===== config.mk =====
export PLATFORM = sky130hd
export DESIGN_NAME = wave_reader
export DESIGN_NICKNAME = d
export VERILOG_FILES = /design/src/rtl/wave_reader.sv
export SDC_FILE = /design/constraint.sdc
export NUM_CORES = 1
export LEC_CHECK = 0
export ABC_CLOCK_PERIOD_IN_PS = 2450
export CORE_UTILIZATION = 45
export DETAILED_ROUTE_END_ITERATION = 12
export PLACE_DENSITY_LB_ADDON = 0.08
export SLEW_MARGIN = 20
export SYNTH_ARGS = -nofsm -noshare
export SYNTH_HDL_FRONTEND = slang
export SYNTH_SLANG_ARGS = --single-unit

===== constraint.sdc =====
create_clock -name clk -period 2.45 [get_ports clk]
set_input_delay 0.49 -clock clk [delete_from_list [all_inputs] [get_ports clk]]
set_output_delay 0.49 -clock clk [all_outputs]
set_load 0.05 [all_outputs]

===== src/rtl/wave_reader.sv =====
// Capture-buffer reader: fetches DEPTH samples through a sync-read port and streams them as screen points.
// Optional macro WAVE_READER_MINMAX_EN adds fr_min/fr_max of the last completed frame.
module wave_reader #(
    parameter int DATA_W      = 12,
    parameter int DEPTH       = 512,
    parameter int ADDR_W      = 9,
    parameter int Y_W         = 10,
    parameter int Y_BASE      = 700,
    parameter int SCALE_SHIFT = 3
) (
    input  logic              clk,
    input  logic              rst_n,
    input  logic              cap_done,
    output logic              cap_ready,
    output logic [ADDR_W-1:0] rd_addr,
    output logic              rd_en,
    input  logic [DATA_W-1:0] rd_data,
    output logic [ADDR_W-1:0] pt_x,
    output logic [Y_W-1:0]    pt_y,
    output logic              pt_valid,
    input  logic              pt_ready,
    output logic              frame_done
`ifdef WAVE_READER_MINMAX_EN
    ,
    output logic [DATA_W-1:0] fr_min,
    output logic [DATA_W-1:0] fr_max
`endif
);

    localparam logic [2:0] S_IDLE    = 3'd0;
    localparam logic [2:0] S_FETCH   = 3'd1;
    localparam logic [2:0] S_WAIT    = 3'd2;
    localparam logic [2:0] S_PRESENT = 3'd3;
    localparam logic [2:0] S_DONE    = 3'd4;

    // Comparison width wide enough for both the shifted sample and Y_BASE, so the clamp never wraps.
    localparam int              CW       = (DATA_W > Y_W + 1) ? DATA_W : Y_W + 1;
    localparam logic [CW-1:0]   Y_BASE_C = CW'(Y_BASE);
    localparam logic [ADDR_W-1:0] LAST_IDX = ADDR_W'(DEPTH - 1);
    localparam logic [ADDR_W-1:0] ONE_IDX  = ADDR_W'(1'b1);

    logic [2:0]        state_q, state_d;
    logic [ADDR_W-1:0] idx_q, idx_d;
    logic              cap_ready_q, cap_ready_d;
    logic              rd_en_q, rd_en_d;
    logic [ADDR_W-1:0] rd_addr_q, rd_addr_d;
    logic              pt_valid_q, pt_valid_d;
    logic [ADDR_W-1:0] pt_x_q, pt_x_d;
    logic [Y_W-1:0]    pt_y_q, pt_y_d;
    logic              frame_done_q, frame_done_d;
    logic [CW-1:0]     s_s;
    logic [Y_W-1:0]    y_map_s;

    // Sample-to-screen mapping with clamp at the top of the trace area.
    always_comb begin
        s_s = CW'(rd_data >> SCALE_SHIFT);
        if (s_s <= Y_BASE_C) begin
            y_map_s = Y_W'(Y_BASE_C - s_s);
        end else begin
            y_map_s = {Y_W{1'b0}};
        end
    end

    // Frame readout sequencing: fetch, wait for sync-read data, present until accepted.
    always_comb begin
        state_d      = state_q;
        idx_d        = idx_q;
        cap_ready_d  = cap_ready_q;
        rd_en_d      = 1'b0;
        rd_addr_d    = rd_addr_q;
        pt_valid_d   = pt_valid_q;
        pt_x_d       = pt_x_q;
        pt_y_d       = pt_y_q;
        frame_done_d = 1'b0;
        case (state_q)
            S_IDLE: begin
                if (cap_done) begin
                    cap_ready_d = 1'b0;
                    idx_d       = {ADDR_W{1'b0}};
                    rd_en_d     = 1'b1;
                    rd_addr_d   = {ADDR_W{1'b0}};
                    state_d     = S_FETCH;
                end else begin
                    cap_ready_d = 1'b1;
                end
            end
            S_FETCH: begin
                state_d = S_WAIT;
            end
            S_WAIT: begin
                pt_x_d     = idx_q;
                pt_y_d     = y_map_s;
                pt_valid_d = 1'b1;
                state_d    = S_PRESENT;
            end
            S_PRESENT: begin
                if (pt_ready) begin
                    pt_valid_d = 1'b0;
                    if (idx_q == LAST_IDX) begin
                        frame_done_d = 1'b1;
                        state_d      = S_DONE;
                    end else begin
                        idx_d     = idx_q + ONE_IDX;
                        rd_en_d   = 1'b1;
                        rd_addr_d = idx_q + ONE_IDX;
                        state_d   = S_FETCH;
                    end
                end else begin
                    state_d = S_PRESENT;
                end
            end
            S_DONE: begin
                cap_ready_d = 1'b1;
                state_d     = S_IDLE;
            end
            default: begin
                cap_ready_d = 1'b1;
                pt_valid_d  = 1'b0;
                state_d     = S_IDLE;
            end
        endcase
    end

    // State and output registers with synchronous active-low reset.
    always_ff @(posedge clk) begin
        if (!rst_n) begin
            state_q      <= S_IDLE;
            idx_q        <= {ADDR_W{1'b0}};
            cap_ready_q  <= 1'b1;
            rd_en_q      <= 1'b0;
            rd_addr_q    <= {ADDR_W{1'b0}};
            pt_valid_q   <= 1'b0;
            pt_x_q       <= {ADDR_W{1'b0}};
            pt_y_q       <= {Y_W{1'b0}};
            frame_done_q <= 1'b0;
        end else begin
            state_q      <= state_d;
            idx_q        <= idx_d;
            cap_ready_q  <= cap_ready_d;
            rd_en_q      <= rd_en_d;
            rd_addr_q    <= rd_addr_d;
            pt_valid_q   <= pt_valid_d;
            pt_x_q       <= pt_x_d;
            pt_y_q       <= pt_y_d;
            frame_done_q <= frame_done_d;
        end
    end

    assign cap_ready  = cap_ready_q;
    assign rd_en      = rd_en_q;
    assign rd_addr    = rd_addr_q;
    assign pt_valid   = pt_valid_q;
    assign pt_x       = pt_x_q;
    assign pt_y       = pt_y_q;
    assign frame_done = frame_done_q;

`ifdef WAVE_READER_MINMAX_EN
    logic [DATA_W-1:0] run_min_q, run_min_d;
    logic [DATA_W-1:0] run_max_q, run_max_d;
    logic [DATA_W-1:0] fr_min_q, fr_min_d;
    logic [DATA_W-1:0] fr_max_q, fr_max_d;

    // Running extremes over the frame; published when the frame completes.
    always_comb begin
        run_min_d = run_min_q;
        run_max_d = run_max_q;
        fr_min_d  = fr_min_q;
        fr_max_d  = fr_max_q;
        if (state_q == S_IDLE && cap_done) begin
            run_min_d = {DATA_W{1'b1}};
            run_max_d = {DATA_W{1'b0}};
        end else if (state_q == S_WAIT) begin
            if (rd_data < run_min_q) begin
                run_min_d = rd_data;
            end else begin
                run_min_d = run_min_q;
            end
            if (rd_data > run_max_q) begin
                run_max_d = rd_data;
            end else begin
                run_max_d = run_max_q;
            end
        end else if (frame_done_d) begin
            fr_min_d = run_min_q;
            fr_max_d = run_max_q;
        end else begin
            fr_min_d = fr_min_q;
        end
    end

    // Min/max registers.
    always_ff @(posedge clk) begin
        if (!rst_n) begin
            run_min_q <= {DATA_W{1'b0}};
            run_max_q <= {DATA_W{1'b0}};
            fr_min_q  <= {DATA_W{1'b0}};
            fr_max_q  <= {DATA_W{1'b0}};
        end else begin
            run_min_q <= run_min_d;
            run_max_q <= run_max_d;
            fr_min_q  <= fr_min_d;
            fr_max_q  <= fr_max_d;
        end
    end

    assign fr_min = fr_min_q;
    assign fr_max = fr_max_q;
`endif

endmodule


==> results of run 1 <==
## flip-flops by register name (all words and copies together) (netlist names)
| signal | flops |
|---|---|
| pt_y | 10 |
| pt_x | 9 |
| rd_addr | 9 |
| state_q | 3 |
| cap_ready | 1 |
| frame_done | 1 |
| pt_valid | 1 |
| rd_en | 1 |
## cell usage in the layout, fill, tap and decap left out, drive strengths merged, types with 2 or more instances in the layout
cell type | synthesis | routed
inv | 4 | 4
dfxtp | 35 | 35
o211ai | 3 | 3
buf | 2 | 6
clkbuf | 9 | 6
o32ai | 2 | 2
o21ai | 8 | 8
clkdlybuf4s50 | 0 | 44
nand2b | 3 | 3
ha | 3 | 3
nand3b | 2 | 2
and3 | 4 | 4
nor2 | 12 | 12
xnor2 | 5 | 5
nor3 | 3 | 3
xor2 | 2 | 2
nand3 | 10 | 10
o31ai | 2 | 2
a21oi | 25 | 25
nand2 | 40 | 40
## logic make-up (layout without fill, tap and decap cells)
logic type | Yosys count | count (layout) | share of synthesized area
simple gates | 81 | 81 | 0.246
flops | 35 | 35 | 0.461
compound gates | 47 | 47 | 0.182
xor+xnor | 7 | 7 | 0.0403
buf+inv | 15 | 62 | 0.0469
fa+ha+maj | 3 | 3 | 0.0247
## worst min-delay path by stage
| stage | cells after the start | from | end |
|---|---|---|---|
| 4_1_cts | 2 | pt_y[3]$_SDFFE_PN0P_ | pt_y[3]$_SDFFE_PN0P_ |
| 3_5_place_dp | 2 | pt_x[4]$_SDFFE_PN0P_ | pt_x[4]$_SDFFE_PN0P_ |
| 5_1_grt | 2 | pt_x[4]$_SDFFE_PN0P_ | pt_x[4]$_SDFFE_PN0P_ |
| 6_report | 2 | pt_y[3]$_SDFFE_PN0P_ | pt_y[3]$_SDFFE_PN0P_ |
| 2_1_floorplan | 2 | state_q[2]$_SDFFE_PN0N_ | cap_ready$_SDFFE_PN1N_ |
| 3_3_place_gp | 2 | pt_y[5]$_SDFFE_PN0P_ | pt_y[5]$_SDFFE_PN0P_ |
## per-stage QoR
step / hold slack, ns / util / total power (W) / setup WS [ns] / cells
after global routing: 0.479 / 0.669 / 0.00135 / 0.0395 / 279
final: 0.459 / 0.669 / 0.00129 / 0.174 / 279
after global placement: 0.441 / 0.641 / 0.000863 / 0.261 / 271
after floorplan: 0.519 / - / 0.000786 / 0.0464 / 188
after detailed placement: 0.448 / 0.641 / 0.000868 / 0.217 / 271
after CTS: 0.463 / 0.669 / 0.00130 / 0.189 / 279
## where the power goes
| part | switching (W) | leakage (nW) | internal [W] |
|---|---|---|---|
| sequential | 0.0000186 | 0.284 | 0.000592 |
| combinational | 0.000152 | 0.424 | 0.0000926 |
| clock | 0.000189 | 0.0482 | 0.000241 |
| total | 0.000360 | 0.756 | 0.000926 |
## layout make-up
type                       count  area [sq um]  area share
sequential                    35           701       0.335
multi-input combinational    138           749       0.358
inverter                       4          15.0     0.00718
timing repair buffer          50           485       0.232
tap                           44          55.1      0.0263
clock inverter                 2          35.0      0.0167
clock buffer                   6          51.3      0.0245
## worst reg2reg max path: stages, from the launching register on
cell,delay [ns]
sky130_fd_sc_hd__dfxtp_1,0.33
sky130_fd_sc_hd__ha_1,0.24
sky130_fd_sc_hd__and3_1,0.21
sky130_fd_sc_hd__nand3_1,0.13
sky130_fd_sc_hd__nor2_1,0.07
sky130_fd_sc_hd__ha_1,0.19
sky130_fd_sc_hd__nand4b_1,0.21
sky130_fd_sc_hd__a21o_1,0.22
sky130_fd_sc_hd__or4_1,0.46
sky130_fd_sc_hd__o22ai_1,0.15
## layer usage
layer	wire length, microns	vias up	global-route usage
li1	-	739	-
met1	1540	673	0.258
met2	1690	59	0.359
met3	218	4	0.0649
met4	33	0	0.0664
met5	0	-	0
==> reports/summary.md, run 1 <==
The largest net degree at the start of global routing came out at 24. The count of input and output buffers was 44; the share of the clock period used by the worst path after layout was 0.929. Data on the critical path is required at its endpoint by 2.72 ns.

Dividing the detail-routed via count by the number of cells gives 5.29. After synthesis, the cell types taking the most area are sky130_fd_sc_hd__dfxtp_1 46%, sky130_fd_sc_hd__nand2_1 9.9%, sky130_fd_sc_hd__a21oi_1 8.2%. The length of the first detailed-routing pass in iterations is 4.

The critical path capture point is rd_addr[7]$_SDFFE_PN0P_. Global routing finished with a remaining overflow of 0. In this run the clock root is driven by a sky130_fd_sc_hd__clkbuf_4. On the critical path, the stage with the largest delay is an instance of sky130_fd_sc_hd__or4_1.

In this run the worst path has a maximum fanout of 4. Yosys instantiated no cell more often than sky130_fd_sc_hd__nand2_1. The logs give 0.780 for the final weighted congestion in routability-driven placement and 2560 microns for the placed wire-length estimate after detailed placement.

Proportion of register bits with asynchronous set or reset after synthesis: 0. Setup repair after global routing left no endpoint under its margin. For this run, design rule violations remaining after detail routing come to 0. The tools report the number of warnings issued by yosys as 0.

For the number of pins with negative max-slew slack in the final report, the log shows 0. The logs give 2010 sq um for the total cell area at the placement stage and 0.000445 V for the maximum resistive drop on vdd. The critical path runs through a total of 9 cells.

The kind of start point of the critical path is a flop. The endpoint identified for the worst register-to-register timing path is rd_addr[7]$_SDFFE_PN0P_. The worst setup path is captured at a flop. After synthesis, the most frequently instantiated cells are 40 x sky130_fd_sc_hd__nand2_1, 35 x sky130_fd_sc_hd__dfxtp_1, 25 x sky130_fd_sc_hd__a21oi_1. The transition time of the tightest slew-check pin was 0.510 ns; the fmax was 439 MHz. The die is 60.1 microns tall.

The run gives 0.659 as the remaining max-slew budget at the tightest pin. The relative area change from synthesis to final layout is 37.5%, and the initial antenna violation count is 0. The die covers 3620 sq um. The share of cells above drive strength 1 came out at 0.0681. The time the final worst path needs with I/O delays and setup was 2.28 ns. The region available for standard cell placement spans 3130 sq um. The net count of the finished layout is 253. In the synthesized netlist the dominant register cell turns out to be sky130_fd_sc_hd__dfxtp_1. The starting density of the core was 0.486. Tracing the worst setup path back leads to its startpoint at rd_addr[0]$_SDFFE_PN0P_. The clock tree synthesis step divided the H-tree into 2 levels. The synthesized cell area was 1520 sq um; the wire length per cell after detailed routing was 12.5 microns.

The critical path in this run is classified as reg2reg. The run gives 33 as the count of cell types in the netlist. For the clock latency of the later-clocked register in the worst-skew pair, the log shows 0.33 ns.

The run gives 0.17 ns as the slack of the worst reg-to-reg path. TritonCTS built the clock tree. The total number of vias was 1475; the synthesized area per cell was 8.09 sq um.

Largest delay contributor family on the critical path: simple AND/OR/NAND/NOR gates. The first global-routing pass estimated 5750 microns of wire. The buffering stage count on the worst path with inverters included came out at 0. The run gives 2 as the clock tree buffer depth. The fraction of post-synthesis cell area in the top cell type by area is 0.461, and the number of storage elements in the synthesis netlist is 35.

After clock tree synthesis, the flow added hold-fix buffers numbering 0. STA puts the critical path data arrival time at 2.54 ns. Clock transition at the register clock pins on the worst setup and hold paths after CTS: 0.10 ns. The biggest area contributor in the post-synthesis netlist is sky130_fd_sc_hd__dfxtp_1.

48 I/O pins were placed. The tools report the number of global-route vias before repair as 1300. The total track usage was 0.214; the final sum of negative setup slack was 0 ns.

After floorplanning, the core was divided into 20 placement rows. The share of synthesized area occupied by flip-flops and latches is 0.461, and the total of max-cap violations is 0. The number of cells on the worst reg-to-reg path is 9. Counting stages on the worst path, the most repeated cell is sky130_fd_sc_hd__ha_1.

The number of nets handed over by synthesis was 207. In this run, synthesis inferred 0 flip-flops with an integrated enable. The largest single stage delay on the critical path is 0.46 ns.

Setup violations remaining at the end of the flow were counted as 0. The leakage power total is 0.756 nW. Walking the worst path, the cells encountered are ha_1 > and3_1 > nand3_1 > nor2_1 > ha_1 > nand4b_1 > a21o_1 > or4_1 > o22ai_1. The worst register-to-register path begins at rd_addr[0]$_SDFFE_PN0P_. CTS saw 35 sinks.

The worst hold path class is reg2reg. The run gives 3480 microns as the sum of routed wire length over all layers. The tools report the total inserted antenna cells as 0.

The run finished with clean final reports. The width of the chip works out to 60.1 microns. The final number of hold-violating endpoints is 0, and the power per unit of standard cell area is 615 nW/um^2.

The logs give 0 for the antenna violation net count after detailed routing and 5 for the number of CTS-inserted buffers. The run gives 0 as the number of gates resized after CTS. The layout has 276 filler cells.

Counting every instance in the synthesized netlist gives 188. The detailed router finished its first iteration with 80 violations. Summing all non-filler instances in the final layout gives an area of 2090 sq um. Across the routed clock network, the largest skew measured is 0.00711 ns. Buffers added to address setup during post-CTS repair amount to 0.
Power figures use the tool's default switching activity.
==> inputs of run 2 (changes only) <==
Settings changed: ABC_CLOCK_PERIOD_IN_PS 2450 to 2800, CAP_MARGIN set to 30, CORE_UTILIZATION 45 to 49.
Clock period 2.45 ns to 2.8 ns, I/O delays scaled along.
==> reports/summary.md, run 2 (same netlist as run 1, synthesis figures left out) <==
The flow ran to the end, but the final reports show violations. The final reports fail on DRC. The most numerous cell type found on the critical path is sky130_fd_sc_hd__ha_1. The relative area change from synthesis to final layout came out at 32.7%.

The initial detailed-routing violation count was 53; the power per unit of standard cell area was 498 nW/um^2. In this run, CTS created clock tree buffers numbering 5. Type of the worst setup path: reg2reg. Broken down by cell family, the worst path's largest delay share belongs to simple AND/OR/NAND/NOR gates. In the post-route analysis, the smallest setup slack over all paths is 0.305 ns.

The number of cells in the design after placement was 255. The number of gates resized after CTS was 0. The run gives 0.0121 ns as the clock tree skew after final layout.

The share of cells above drive strength 1 was 0.0560. Summed over all cells, the static leakage comes to 0.727 nW. The time the final worst path needs with I/O delays and setup works out to 2.49 ns. Leaving out fill and tap cells, the most frequent cell in the layout is sky130_fd_sc_hd__clkdlybuf4s50_1. For this run, the slowest stage of the critical path takes 0.51 ns. The worst setup path is captured at a flop.

The register with the most flip-flops in the layout has 10 of them. For the net total in the final layout, the log shows 250. The initial antenna violation count is 0. In the final timing run, aggregate negative setup slack is 0 ns. The number of pins with negative max-slew slack in the final report is 0.

The total number of vias was 1478. The worst hold slack across all endpoints was 0.460 ns; the clock transition at the register clock pins on the worst setup and hold paths after CTS was 0.11 ns. The count of unresolved DRC violations after routing came out at 1.

The tools report the kind of start point of the critical path as a flop. The longest clock path from root to sink contains 2 buffers. The share of the clock period used by the worst path after layout was 0.891; the transition time of the tightest slew-check pin was 0.509 ns. The logs give 264 for the count of fill cells added during filler insertion and 35 for the clock sink count. The clock latency of the later-clocked register in the worst-skew pair is 0.33 ns.

The run gives 10 as the length of the first detailed-routing pass in iterations. Of all nets on the critical path, the largest fanout is 11. The height of the die is 57.7 microns, and the antenna violation net count after detailed routing is 0. The logs give 0 for the number of setup buffers added after CTS and 0.361 ns for the placement-stage worst setup slack. The first global-routing pass estimated 5640 microns of wire.

In this run the count of I/O pins placed on the die edge is 48. Together, buffers and inverters on the worst path number 0. The top cell types in the final layout, fill and taps aside, are 44 x sky130_fd_sc_hd__clkdlybuf4s50_1, 40 x sky130_fd_sc_hd__nand2_1, 35 x sky130_fd_sc_hd__dfxtp_1. After legalization and detailed placement, the total HPWL measured 2420 microns. Cell at the root of the clock tree: sky130_fd_sc_hd__clkbuf_4. The tightest min-delay check is of the reg2reg type. Measured along the x axis, the die boundary spans 57.7 microns. The tools report the placement row count as 19. The final weighted congestion in routability-driven placement is 0.794.

The total area inside the core boundary comes to 2850 sq um. For the worst setup path, the data required time is 3.07 ns. Total of max-cap violations: 0. The run gives 0.533 as the starting density of the core. The worst endpoint data arrival time is 2.76 ns. Traced cell by cell, the critical path runs through ha_1 > and3_1 > nand3_1 > nor2_1 > ha_1 > nand4b_1 > a21o_1 > or4_1 > o22ai_1.

In this run the tool buffered the top-level ports with 44 buffer cells. 0 antenna diodes ended up in the layout. The total track usage was 0.222. For the fmax, the log shows 401 MHz.

After global routing the overflow that remains totals 0. Summed over all layers, the routed wires come to 3400 microns. The number of global-route vias before repair was 1324. The total of hold buffers inserted after clock tree synthesis is 0.

The run gives 263 as the final non-filler cell total. The die area was 3330 sq um; the mean number of vias per cell was 5.62. The wire length per cell after detailed routing is 12.9 microns. The slowest stage of the critical path belongs to the cell sky130_fd_sc_hd__or4_1. IR analysis of the VDD net gives a maximum drop of 0.000307 V. Entering global routing, the biggest net connects 24 pins. Final number of hold-violating endpoints: 0. Setup repair after global routing left no endpoint under its margin. The tools report the remaining max-slew budget at the tightest pin as 0.659. The final count of negative-setup-slack endpoints was 0. TritonCTS built the clock tree. The H-tree was split into 2 levels.
## run 2: changes by cell type in the layout (fill, tap and decap cells not counted), sizes merged
cell and change:
clkbuf -1, bufinv -1, clkinv +2, buf -3
## run 2: cell type report
type	instances	area, sq um	area share
multi-input cells	138	749	0.371
flip-flops and latches	35	701	0.347
repair buffers	47	463	0.229
well taps	31	38.8	0.0192
clock buffers	5	37.5	0.0186
clock inverters	3	15.0	0.00743
inverters	4	15.0	0.00743
## run 2: power breakdown
part	switching, W	internal, W
clock	0.000167	0.0000935
sequential	0.0000168	0.000518
combinational	0.000132	0.0000783
## run 2: through the flow
stage	area [sq um]	total power [W]	util
floorplan	1520	0.000688	-
global placement	1970	0.000752	0.689
detailed placement	1970	0.000756	0.689
CTS	2020	0.00101	0.708
global route	2020	0.00105	0.708
finish	2020	0.00101	0.708
## run 2: worst paths after layout
kind | start | slack (ns) | to | depth (start not counted)
setup reg to reg | rd_addr[0]$_SDFFE_PN0P_ | 0.31 | rd_addr[7]$_SDFFE_PN0P_ | 9
setup / recovery | rd_addr[0]$_SDFFE_PN0P_ | 0.31 | rd_addr[7]$_SDFFE_PN0P_ | 9
hold reg to reg | pt_y[4]$_SDFFE_PN0P_ | 0.46 | pt_y[4]$_SDFFE_PN0P_ | 2
hold / removal | pt_y[4]$_SDFFE_PN0P_ | 0.46 | pt_y[4]$_SDFFE_PN0P_ | 2
## run 2: routing by layer
layer,global-route usage,vias to the layer above,part of all wire
met5,0,-,0
met2,0.379,39,0.50
li1,-,734,-
met1,0.269,700,0.46
met4,0.0850,0,0.010
met3,0.0558,5,0.039
## run 2: worst min-delay path: stages, from the launching register on
cell and delay [ns]:
sky130_fd_sc_hd__dfxtp_1 0.32, sky130_fd_sc_hd__nand2_1 0.05, sky130_fd_sc_hd__a21oi_1 0.05
==> inputs of run 3 (changes only) <==
Settings changed: ABC_CLOCK_PERIOD_IN_PS 2800 to 2850, CORE_UTILIZATION 49 to 45.
Clock period 2.8 ns to 2.85 ns, I/O delays scaled along.
==> reports/summary.md, run 3 (same netlist as run 1, synthesis figures left out) <==
TritonCTS built the clock tree. Dividing the detail-routed wire length by the instance count gives 13.0 microns. The share of the core filled with cells in the final layout was 0.656. The count of unresolved DRC violations after routing was 0.

Walking the worst path, the cells encountered are ha_1 > and3_1 > nand3_1 > nor2_1 > ha_1 > nand4b_1 > a21o_1 > or4_1 > o22ai_1. The tool flagged a number of max-cap violations equal to 0. The tools report the antenna violation net count after detailed routing as 0.

The most numerous cell type found on the critical path is sky130_fd_sc_hd__ha_1. The largest single stage delay on the critical path is 0.50 ns. Timing would allow up to 405 MHz. In this run the post-CTS setup repair buffer count came out at 0. The clock net in this run drives a total of 35 sinks. The relative area change from synthesis to final layout came out at 34.9%. For this run the aggregate overflow at the end of global routing stands at 0.

The tools report the final weighted congestion in routability-driven placement as 0.789. The region available for standard cell placement spans 3130 sq um. The required time of the worst setup path was 3.13 ns. Setup repair after global routing left no endpoint under its margin. The die is 60.1 microns wide. The clock tree buffer depth was 2. The tightest min-delay check is of the reg2reg type.

The tools report the number of gates resized after CTS as 0. The flow ran to the end, and the final reports show no timing, DRC or antenna violations. The number of CTS-inserted buffers is 5. The library cells used most frequently in the layout, excluding fill and tap cells, are 44 x sky130_fd_sc_hd__clkdlybuf4s50_1, 40 x sky130_fd_sc_hd__nand2_1, 35 x sky130_fd_sc_hd__dfxtp_1. After clock tree synthesis, the clock-pin slew on the worst setup and hold paths is 0.10 ns. The first routing iteration left 74 violations. In the final layout, flip-flops and latches occupy 701 sq um. The tools report the H-tree depth as 2.

At the pin with the least slew margin, the transition time is 0.512 ns. VDD sags by at most 0.000322 V. In this run the count of I/O pins placed on the die edge is 48. Summing all multi-input logic gate instances after layout gives 749 sq um.

Setup violations remaining at the end of the flow were counted as 0. The count of input and output buffers works out to 44. For the worst setup path, the data arrival time is 2.75 ns.

For the placed wire-length estimate after detailed placement, the log shows 2560 microns. The net count of the finished layout is 250. The largest fanout on the critical path is 11.

The run gives 0.731 nW as the leakage power total. The mean number of vias per cell is 5.30. 0 antenna diodes ended up in the layout. The share of the clock period used by the worst path after layout is 0.867, and the starting density of the core is 0.486. Subtracting the final worst setup slack from the clock period gives 2.47 ns. The total number of vias is 1464, and the total of hold buffers inserted after clock tree synthesis is 0. The logs give 0.658 for the remaining max-slew budget at the tightest pin and 0 for the initial antenna violation count. The total cell area at the placement stage is 1980 sq um. The cell at the root of the clock tree is sky130_fd_sc_hd__clkbuf_4. The first TritonRoute pass finished after 5 iterations. The cell at the slowest stage of the critical path was sky130_fd_sc_hd__or4_1.

The later pin in the worst-skew pair is clocked with a latency of 0.34 ns. The kind of end point of the critical path is a flop. The die covers 3620 sq um. In this run the power density over the cells is 507 nW/um^2. The tools report the total track usage as 0.218. The summed area of non-filler cells in the final layout was 2050 sq um; the number of flip-flops under the largest register name was 10. The final number of hold-violating endpoints was 0; the largest net degree at the start of global routing was 24. The critical path is of the reg2reg type.

Between clock sinks in the finished design, the worst skew comes to 0.00714 ns. For the number of global-route vias before repair, the log shows 1330. The die is 60.1 microns tall. After routing, the total negative slack on setup checks comes to 0 ns. The tools report the first-pass GRT wire length as 5760 microns. The library cell used most frequently in the layout, excluding fill and tap cells, is sky130_fd_sc_hd__clkdlybuf4s50_1.

The kind of start point of the critical path was a flop. For the count of fill cells added during filler insertion, the log shows 280. The sum of routed wire length over all layers was 3580 microns; the placement row count was 20.

The run gives 0 as the number of pins with negative max-slew slack in the final report. The share of cells above drive strength 1 was 0.0517.
[run 3: changes by cell type in the layout (fill, tap and decap cells not counted), sizes merged]
cell	delta
clkbuf	+3
clkinv	-3
[run 3: worst paths after layout]
kind / from / end / slack (ns) / cells past startpoint
worst max-delay path: rd_addr[0]$_SDFFE_PN0P_ / rd_addr[7]$_SDFFE_PN0P_ / 0.38 / 9
worst min-delay path: pt_x[1]$_SDFFE_PN0P_ / pt_x[1]$_SDFFE_PN0P_ / 0.46 / 2
worst max register to register: rd_addr[0]$_SDFFE_PN0P_ / rd_addr[7]$_SDFFE_PN0P_ / 0.38 / 9
worst min register to register: pt_x[1]$_SDFFE_PN0P_ / pt_x[1]$_SDFFE_PN0P_ / 0.46 / 2
[run 3: layout make-up]
class / instances / area share
multi-input cells: 138 / 0.365
clock buffers: 8 / 0.0335
repair buffers: 47 / 0.226
well taps: 44 / 0.0268
flip-flops and latches: 35 / 0.341
inverters: 4 / 0.00732
[run 3: critical path: cells and delay by family (launching register included)]
kind,cells,cell delay (ns)
AO/OA/AOI/OAI,2,0.47
adder cells (fa/ha/maj),2,0.45
AND/OR/NAND/NOR,5,1.10
flip-flops,1,0.38
[run 3: metrics by stage]
step	power [W]	setup WS [ns]	hold slack (ns)	cells
finish	0.00104	0.379	0.458	276
global route	0.00109	0.235	0.481	276
CTS	0.00105	0.386	0.462	276
detailed placement	0.000743	0.425	0.448	268
global placement	0.000739	0.438	0.441	268
floorplan	0.000676	0.446	0.519	188
[run 3: power breakdown]
group	switching, W	total (W)	leakage (nW)	internal [W]
sequential	0.0000168	0.000526	0.284	0.000509
combinational	0.000129	0.000206	0.408	0.0000769
clock	0.000164	0.000309	0.0386	0.000145
[run 3: routing by layer]
| metal | share of wire | global-route usage |
|---|---|---|
| met5 | 0 | 0 |
| met4 | 0.013 | 0.0764 |
| met3 | 0.054 | 0.0714 |
| met2 | 0.49 | 0.366 |
| met1 | 0.45 | 0.257 |
